[config.mk]
export PLATFORM = sky130hd
export DESIGN_NAME = axis_packet_arbiter
export DESIGN_NICKNAME = d
export VERILOG_FILES = /design/src/rtl/axis_packet_arbiter.sv
export SDC_FILE = /design/constraint.sdc
export NUM_CORES = 1
export LEC_CHECK = 0
export CAP_MARGIN = 40
export CORE_MARGIN = 3
export CORE_UTILIZATION = 34
export CTS_CLUSTER_SIZE = 40
export DETAILED_ROUTE_END_ITERATION = 6
export PLACE_DENSITY_LB_ADDON = 0.1
export SLEW_MARGIN = 15
export SYNTH_ARGS = -nofsm -noshare
export SYNTH_HDL_FRONTEND = slang
export SYNTH_SLANG_ARGS = --single-unit
export TNS_END_PERCENT = 50
[constraint.sdc]
create_clock -name i_clk -period 3.11 [get_ports i_clk]
set_input_delay 0.4665 -clock i_clk [delete_from_list [all_inputs] [get_ports i_clk]]
set_output_delay 0.4665 -clock i_clk [all_outputs]
set_load 0.01 [all_outputs]
[src/rtl/axis_packet_arbiter.sv]
// -----------------------------------------------------------------------------
// axis_packet_arbiter
//   Round-robin, packet-granular arbiter merging NUM_PORTS AXI-Stream slave
//   ports onto one master port through a one-beat output register.
//   A port holds the grant from its first beat up to its tlast beat. After that
//   the arbiter spends one idle cycle in ARB before it grants the next packet.
//
// Ports
//   i_clk, i_aresetn          clock, asynchronous active-low reset
//   i_tvalid/o_tready         per-port handshake (NUM_PORTS bits)
//   i_tdata/i_tkeep/i_tlast   per-port payload, port p at slice p*W +: W
//   o_tvalid/i_tready         master handshake
//   o_tdata/o_tkeep/o_tlast   registered master payload
//   o_tdest                   constant TDEST
//   o_tid                     index of the port that sourced the beat
//   o_grant                   one-hot granted port, zero while arbitrating
//   o_busy                    packet granted or output register occupied
// -----------------------------------------------------------------------------
module axis_packet_arbiter #(
  parameter int BUS_WIDTH = 16,
  parameter int NUM_PORTS = 4,
  parameter int TDEST     = 2
) (
  input  logic                               i_clk,
  input  logic                               i_aresetn,
  input  logic [NUM_PORTS-1:0]               i_tvalid,
  output logic [NUM_PORTS-1:0]               o_tready,
  input  logic [NUM_PORTS*BUS_WIDTH-1:0]     i_tdata,
  input  logic [NUM_PORTS*(BUS_WIDTH/8)-1:0] i_tkeep,
  input  logic [NUM_PORTS-1:0]               i_tlast,
  output logic                               o_tvalid,
  input  logic                               i_tready,
  output logic [BUS_WIDTH-1:0]               o_tdata,
  output logic [BUS_WIDTH/8-1:0]             o_tkeep,
  output logic                               o_tlast,
  output logic [7:0]                         o_tdest,
  output logic [7:0]                         o_tid,
  output logic [NUM_PORTS-1:0]               o_grant,
  output logic                               o_busy
);

  localparam int KW = BUS_WIDTH / 8;
  localparam int IW = $clog2(NUM_PORTS);
  localparam int SW = IW + 1;

  typedef enum logic {ARB, GRANT} state_e;

  state_e                 state_q;
  logic [IW-1:0]          rr_q;
  logic [IW-1:0]          gidx_q;
  logic [NUM_PORTS-1:0]   grant_q;
  logic                   tvalid_q;
  logic [BUS_WIDTH-1:0]   tdata_q;
  logic [KW-1:0]          tkeep_q;
  logic                   tlast_q;
  logic [7:0]             tid_q;

  // Arbitration results, applied only while in ARB
  logic [NUM_PORTS-1:0]   rot_valid;
  logic                   found;
  logic [SW-1:0]          off;
  logic [SW-1:0]          sum;
  logic [SW-1:0]          nxt;
  logic [IW-1:0]          gidx_d;
  logic [IW-1:0]          rr_d;
  logic [NUM_PORTS-1:0]   grant_d;

  // Granted-port payload
  logic [BUS_WIDTH-1:0]   sel_data;
  logic [KW-1:0]          sel_keep;
  logic                   sel_last;
  logic                   in_hs;

  // Rotate the valids so that bit 0 corresponds to rr_q. The lowest set bit
  // then gives the offset of the winner. The index wraps modulo NUM_PORTS
  // explicitly, so NUM_PORTS does not have to be a power of two.
  always_comb begin
    rot_valid = (i_tvalid >> rr_q) | (i_tvalid << (NUM_PORTS - int'(rr_q)));
    found     = 1'b0;
    off       = '0;
    for (int unsigned k = 0; k < NUM_PORTS; k++) begin
      if (!found && rot_valid[k]) begin
        found = 1'b1;
        off   = SW'(k);
      end
    end
    sum = {1'b0, rr_q} + off;
    if (sum >= SW'(NUM_PORTS)) sum = sum - SW'(NUM_PORTS);
    nxt = sum + SW'(1);
    if (nxt == SW'(NUM_PORTS)) nxt = '0;
    gidx_d  = sum[IW-1:0];
    rr_d    = nxt[IW-1:0];
    grant_d = NUM_PORTS'(1) << gidx_d;
  end

  always_comb begin
    sel_data = '0;
    sel_keep = '0;
    sel_last = 1'b0;
    for (int unsigned p = 0; p < NUM_PORTS; p++) begin
      if (gidx_q == IW'(p)) begin
        sel_data = i_tdata[p*BUS_WIDTH +: BUS_WIDTH];
        sel_keep = i_tkeep[p*KW +: KW];
        sel_last = i_tlast[p];
      end
    end
  end

  // Accept a beat only when the output register is empty or is drained in this cycle
  always_comb begin
    o_tready = '0;
    if (state_q == GRANT && (!tvalid_q || i_tready)) o_tready = grant_q;
  end

  assign in_hs = |(o_tready & i_tvalid);

  always_ff @(posedge i_clk or negedge i_aresetn) begin
    if (!i_aresetn) begin
      state_q  <= ARB;
      rr_q     <= '0;
      gidx_q   <= '0;
      grant_q  <= '0;
      tvalid_q <= 1'b0;
      tdata_q  <= '0;
      tkeep_q  <= '0;
      tlast_q  <= 1'b0;
      tid_q    <= '0;
    end else begin
      case (state_q)
        ARB: begin
          if (found) begin
            grant_q <= grant_d;
            gidx_q  <= gidx_d;
            rr_q    <= rr_d;
            state_q <= GRANT;
          end else begin
            grant_q <= '0;
          end
        end
        GRANT: begin
          if (in_hs && sel_last) begin
            grant_q <= '0;
            state_q <= ARB;
          end
        end
        default: state_q <= ARB;
      endcase

      // Load and drain in the same cycle keep tvalid high, so a packet
      // streams at one beat per cycle.
      if (in_hs) begin
        tvalid_q <= 1'b1;
        tdata_q  <= sel_data;
        tkeep_q  <= sel_keep;
        tlast_q  <= sel_last;
        tid_q    <= 8'(gidx_q);
      end else if (tvalid_q && i_tready) begin
        tvalid_q <= 1'b0;
      end
    end
  end

  assign o_tvalid = tvalid_q;
  assign o_tdata  = tdata_q;
  assign o_tkeep  = tkeep_q;
  assign o_tlast  = tlast_q;
  assign o_tid    = tid_q;
  assign o_tdest  = 8'(TDEST);
  assign o_grant  = grant_q;
  assign o_busy   = (state_q == GRANT) || tvalid_q;

endmodule

==> impl_metrics.json, run 1 <==
{
  "path_buf_inv": 1,
  "cp_data_arrival_time_ns": 3.14,
  "antennaDiodeCount": 0,
  "clk_pin_slew_ns": 0.07,
  "wl_um": 6177,
  "overflow": 0,
  "crit_path_top_delay_cell": "dfrtp_1",
  "worstMarginPinSlew_ns": 0.7565,
  "max_stage_delay_ns": 0.39,
  "core_um2": 6026,
  "htreeDepth": 2,
  "antenna_found_initial": 0,
  "pre_cts_slack_ns": -0.07388,
  "vias": 1915,
  "total_power_w": 0.003396,
  "layout_commonest_cell": "clkdlybuf4s50_1",
  "row_count": 28,
  "grt_max_degree": 32,
  "finalSetupViolations": 0,
  "pwr-share-seq_pct": 22.4,
  "r2r-start": "rr_q[0]$_DFFE_PN0P_",
  "synth-seq-area-share_pct": 36.00,
  "io_pins": 128,
  "wire_per_inst_um": 16.43,
  "ys_warn_count": 0,
  "relSlewSlack_pct": 49.57,
  "die_area_um2": 7328,
  "dr.pass1.iters": 4,
  "run_status": "finished, final reports clean",
  "place_congestion": 0.8439,
  "start_util_pct": 35.76,
  "netlist_area_um2": 2155,
  "switching_power_w": 0.001250,
  "finalNonFillerCells": 376,
  "cts_buffers": 5,
  "syn_inst": 177,
  "track_usage_pct": 16.81,
  "clockBufferDepth": 2,
  "yosys_register_bits": 31,
  "fin_util_pct": 58.80,
  "crit_family": "compound AO/OA/AOI/OAI gates",
  "clockRootBuffer": "clkbuf_8",
  "finalCritPeriodShare_pct": 94.93,
  "cts_tree": "done",
  "hp-class": "reg -> reg",
  "pwr_density_cell_nw_per_um2": 958.4,
  "rr_worst_depth": 12,
  "clock_sinks": 31,
  "cp_max_fo": 4,
  "clock_latency_ns": 0.29,
  "synth_cell_types": 42,
  "slew_violations": 0,
  "clock.fmax_mhz": 338.7,
  "die_h_um": 85.61,
  "hpwl_um": 4764,
  "cp_data_required_time_ns": 3.29,
  "path_class": "reg -> reg",
  "placedCellCount": 368,
  "crit_path_cell_trace": "inv_1 > ha_4 > mux2_4 > a22o_1 > a211oi_1 > o22ai_1 > o41ai_1 > ha_2 > xor2_4 > nor2_1 > mux2_2 > a2111oi_2",
  "period_needed_ns": 2.952,
  "grt_pass1_vias": 1979,
  "layout_setup_ws_ns": 0.1577,
  "final_antenna_net_count": 0,
  "p_clk_share_pct": 12.2,
  "hold_buffers": 0,
  "mostFrequentLayoutCells": "113 x clkdlybuf4s50_1, 31 x dfrtp_1, 23 x mux2_2, 18 x mux4_2",
  "worstSetupStartpoint": "rr_q[0]$_DFFE_PN0P_",
  "hold_violations": 0,
  "nets": 387,
  "start_kind": "register",
  "avgSynthCellArea_um2": 12.17,
  "skew_ns": 0.009315,
  "end_kind": "register",
  "combPwrFrac_pct": 65.3,
  "cp_num_cells": 12,
  "switching_share_pct": 36.82,
  "io_buffers": 113,
  "irDropWorstVdd_mv": 0.4989,
  "drive_gt1_share_pct": 24.92,
  "grt_pass1_wl_um": 9701,
  "remaining_drc_errors": 0,
  "r2r_slack_ns": 0.16,
  "drtIter0Drc": 63,
  "syn2layout_area_growth_pct": 64.46,
  "r2r-end": "gidx_q[1]$_DFFE_PN0P_",
  "p_leak_nw": 1.448,
  "p_int_w": 0.002146,
  "cap_violations": 0,
  "fin_hold_ws_ns": 0.4800,
  "crit_end": "gidx_q[1]$_DFFE_PN0P_",
  "dieWidth_um": 85.61,
  "vias_per_cell": 5.093
}
[kinds of logic (layout without fill, tap and decap cells)]
family	after synthesis	in the layout	share of synthesized area, %
other cells	2	14	0.3486
fa+ha+maj	4	4	2.323
simple gates	35	35	8.944
compound gates	30	30	11.15
flops	31	31	36.00
xor+xnor	4	4	1.626
buf+inv	28	140	7.607
mux	43	43	32.00
[per-stage QoR]
stage / TNS [ns] / instance area [µm²]
finish: 0 / 3543
global route: -0.0007945 / 3543
CTS: 0 / 3510
detailed placement: -0.07388 / 3392
global placement: -0.03408 / 3392
floorplan: -0.03197 / 2207
[how the worst min path moves through the flow]
stage                             start                     to  slack (ns)  cells past startpoint
floorplan                     i_aresetn  gidx_q[0]$_DFFE_PN0P_        0.17                      0
global placement    o_tlast$_DFFE_PN0P_    o_tlast$_DFFE_PN0P_        0.46                      2
detailed placement  o_tlast$_DFFE_PN0P_    o_tlast$_DFFE_PN0P_        0.46                      2
CTS                 o_tlast$_DFFE_PN0P_    o_tlast$_DFFE_PN0P_        0.48                      2
global route        o_tlast$_DFFE_PN0P_    o_tlast$_DFFE_PN0P_        0.51                      2
finish              o_tlast$_DFFE_PN0P_    o_tlast$_DFFE_PN0P_        0.48                      2
[worst register-to-register path, stage by stage, from the launching register on]
cell and delay (ns):
dfrtp_1 0.39, inv_1 0.14, ha_4 0.24, mux2_4 0.30
a22o_1 0.24, a211oi_1 0.19, o22ai_1 0.12, o41ai_1 0.08
ha_2 0.33, xor2_4 0.21, nor2_1 0.06, mux2_2 0.28
a2111oi_2 0.26
[repair_timing]
action / CTS / global route
resized for setup: 0 / 4
hold endpoints to repair: 0 / 0
setup buffers: 0 / 0
endpoints found under the setup margin: 0 / 3
[flip-flops by register name, indices dropped and copies added, names as in the netlist]
register / flops
o_tlast: 1
o_tkeep: 2
state_q: 1
rr_q: 2
gidx_q: 2
o_tvalid: 1
o_tid: 2
o_grant: 4
o_tdata: 16
[layout make-up]
| cell class | count | area, µm² |
|---|---|---|
| inverter | 5 | 18.77 |
| multi-input combinational | 130 | 1301 |
| tap | 75 | 93.84 |
| timing repair buffer | 127 | 1236 |
| clock inverter | 2 | 35.03 |
| fill | 531 | 2482 |
| clock buffer | 6 | 82.58 |
| sequential | 31 | 775.7 |
[routing by layer]
layer  vias up  global-route usage, %  part of all wire (%)  wire length [µm]
li1        894                      -                     -                 -
met2        86                  28.18                    49              3007
met5         -                      0                     0                 0
met1       930                  20.86                    41              2561
met3         5                  6.052                   9.4               579
met4         0                  3.597                  0.47                29
[power groups by stage]
| stage | combinational, W | clock [W] | sequential (W) |
|---|---|---|---|
| floorplan | 0.00132 | 0 | 0.000792 |
| finish | 0.00222 | 0.000416 | 0.000761 |
| CTS | 0.00217 | 0.000426 | 0.000767 |
| global placement | 0.00215 | 0 | 0.000768 |
| detailed placement | 0.00216 | 0 | 0.000772 |
| global route | 0.00239 | 0.000447 | 0.000798 |
[cell usage after synthesis (all sizes together)]
library cell / instances / area share, %
o31ai: 2 / 0.70
a2bb2oi: 1 / 0.41
xor2: 1 / 0.41
a2111oi: 1 / 0.70
or2: 2 / 0.58
nand3b: 1 / 0.35
mux4: 18 / 19
mux2i: 1 / 0.46
nor2b: 5 / 1.5
and3: 6 / 1.7
clkbuf: 3 / 0.52
nor2: 7 / 1.2
inv: 5 / 0.87
nand2: 8 / 1.4
a211oi: 3 / 1.0
mux2: 24 / 13
o41ai: 1 / 0.41
a32o: 2 / 0.93
o211ai: 1 / 0.35
o21ai: 2 / 0.46
nor4: 1 / 0.29
nand3: 2 / 0.46
a31o: 2 / 0.81
a21oi: 3 / 0.87
o22ai: 2 / 0.58
buf: 20 / 6.2
a22oi: 1 / 0.35
a22o: 5 / 2.0
a21o: 1 / 0.35
dfrtp: 31 / 36
ha: 4 / 2.3
xnor2: 3 / 1.2
nand2b: 2 / 0.58
nor3b: 1 / 0.87
a221oi: 1 / 0.41
o21a: 1 / 0.35
o31a: 1 / 0.41
conb: 2 / 0.35
Note: power is estimated with default switching activity, not from simulation.
==> inputs of run 2 (changes only) <==
- GPL_ROUTABILITY_DRIVEN: not set -> 0
==> results of run 2 <==
No change in the layout: final DEF, timing and power equal those of run 1.
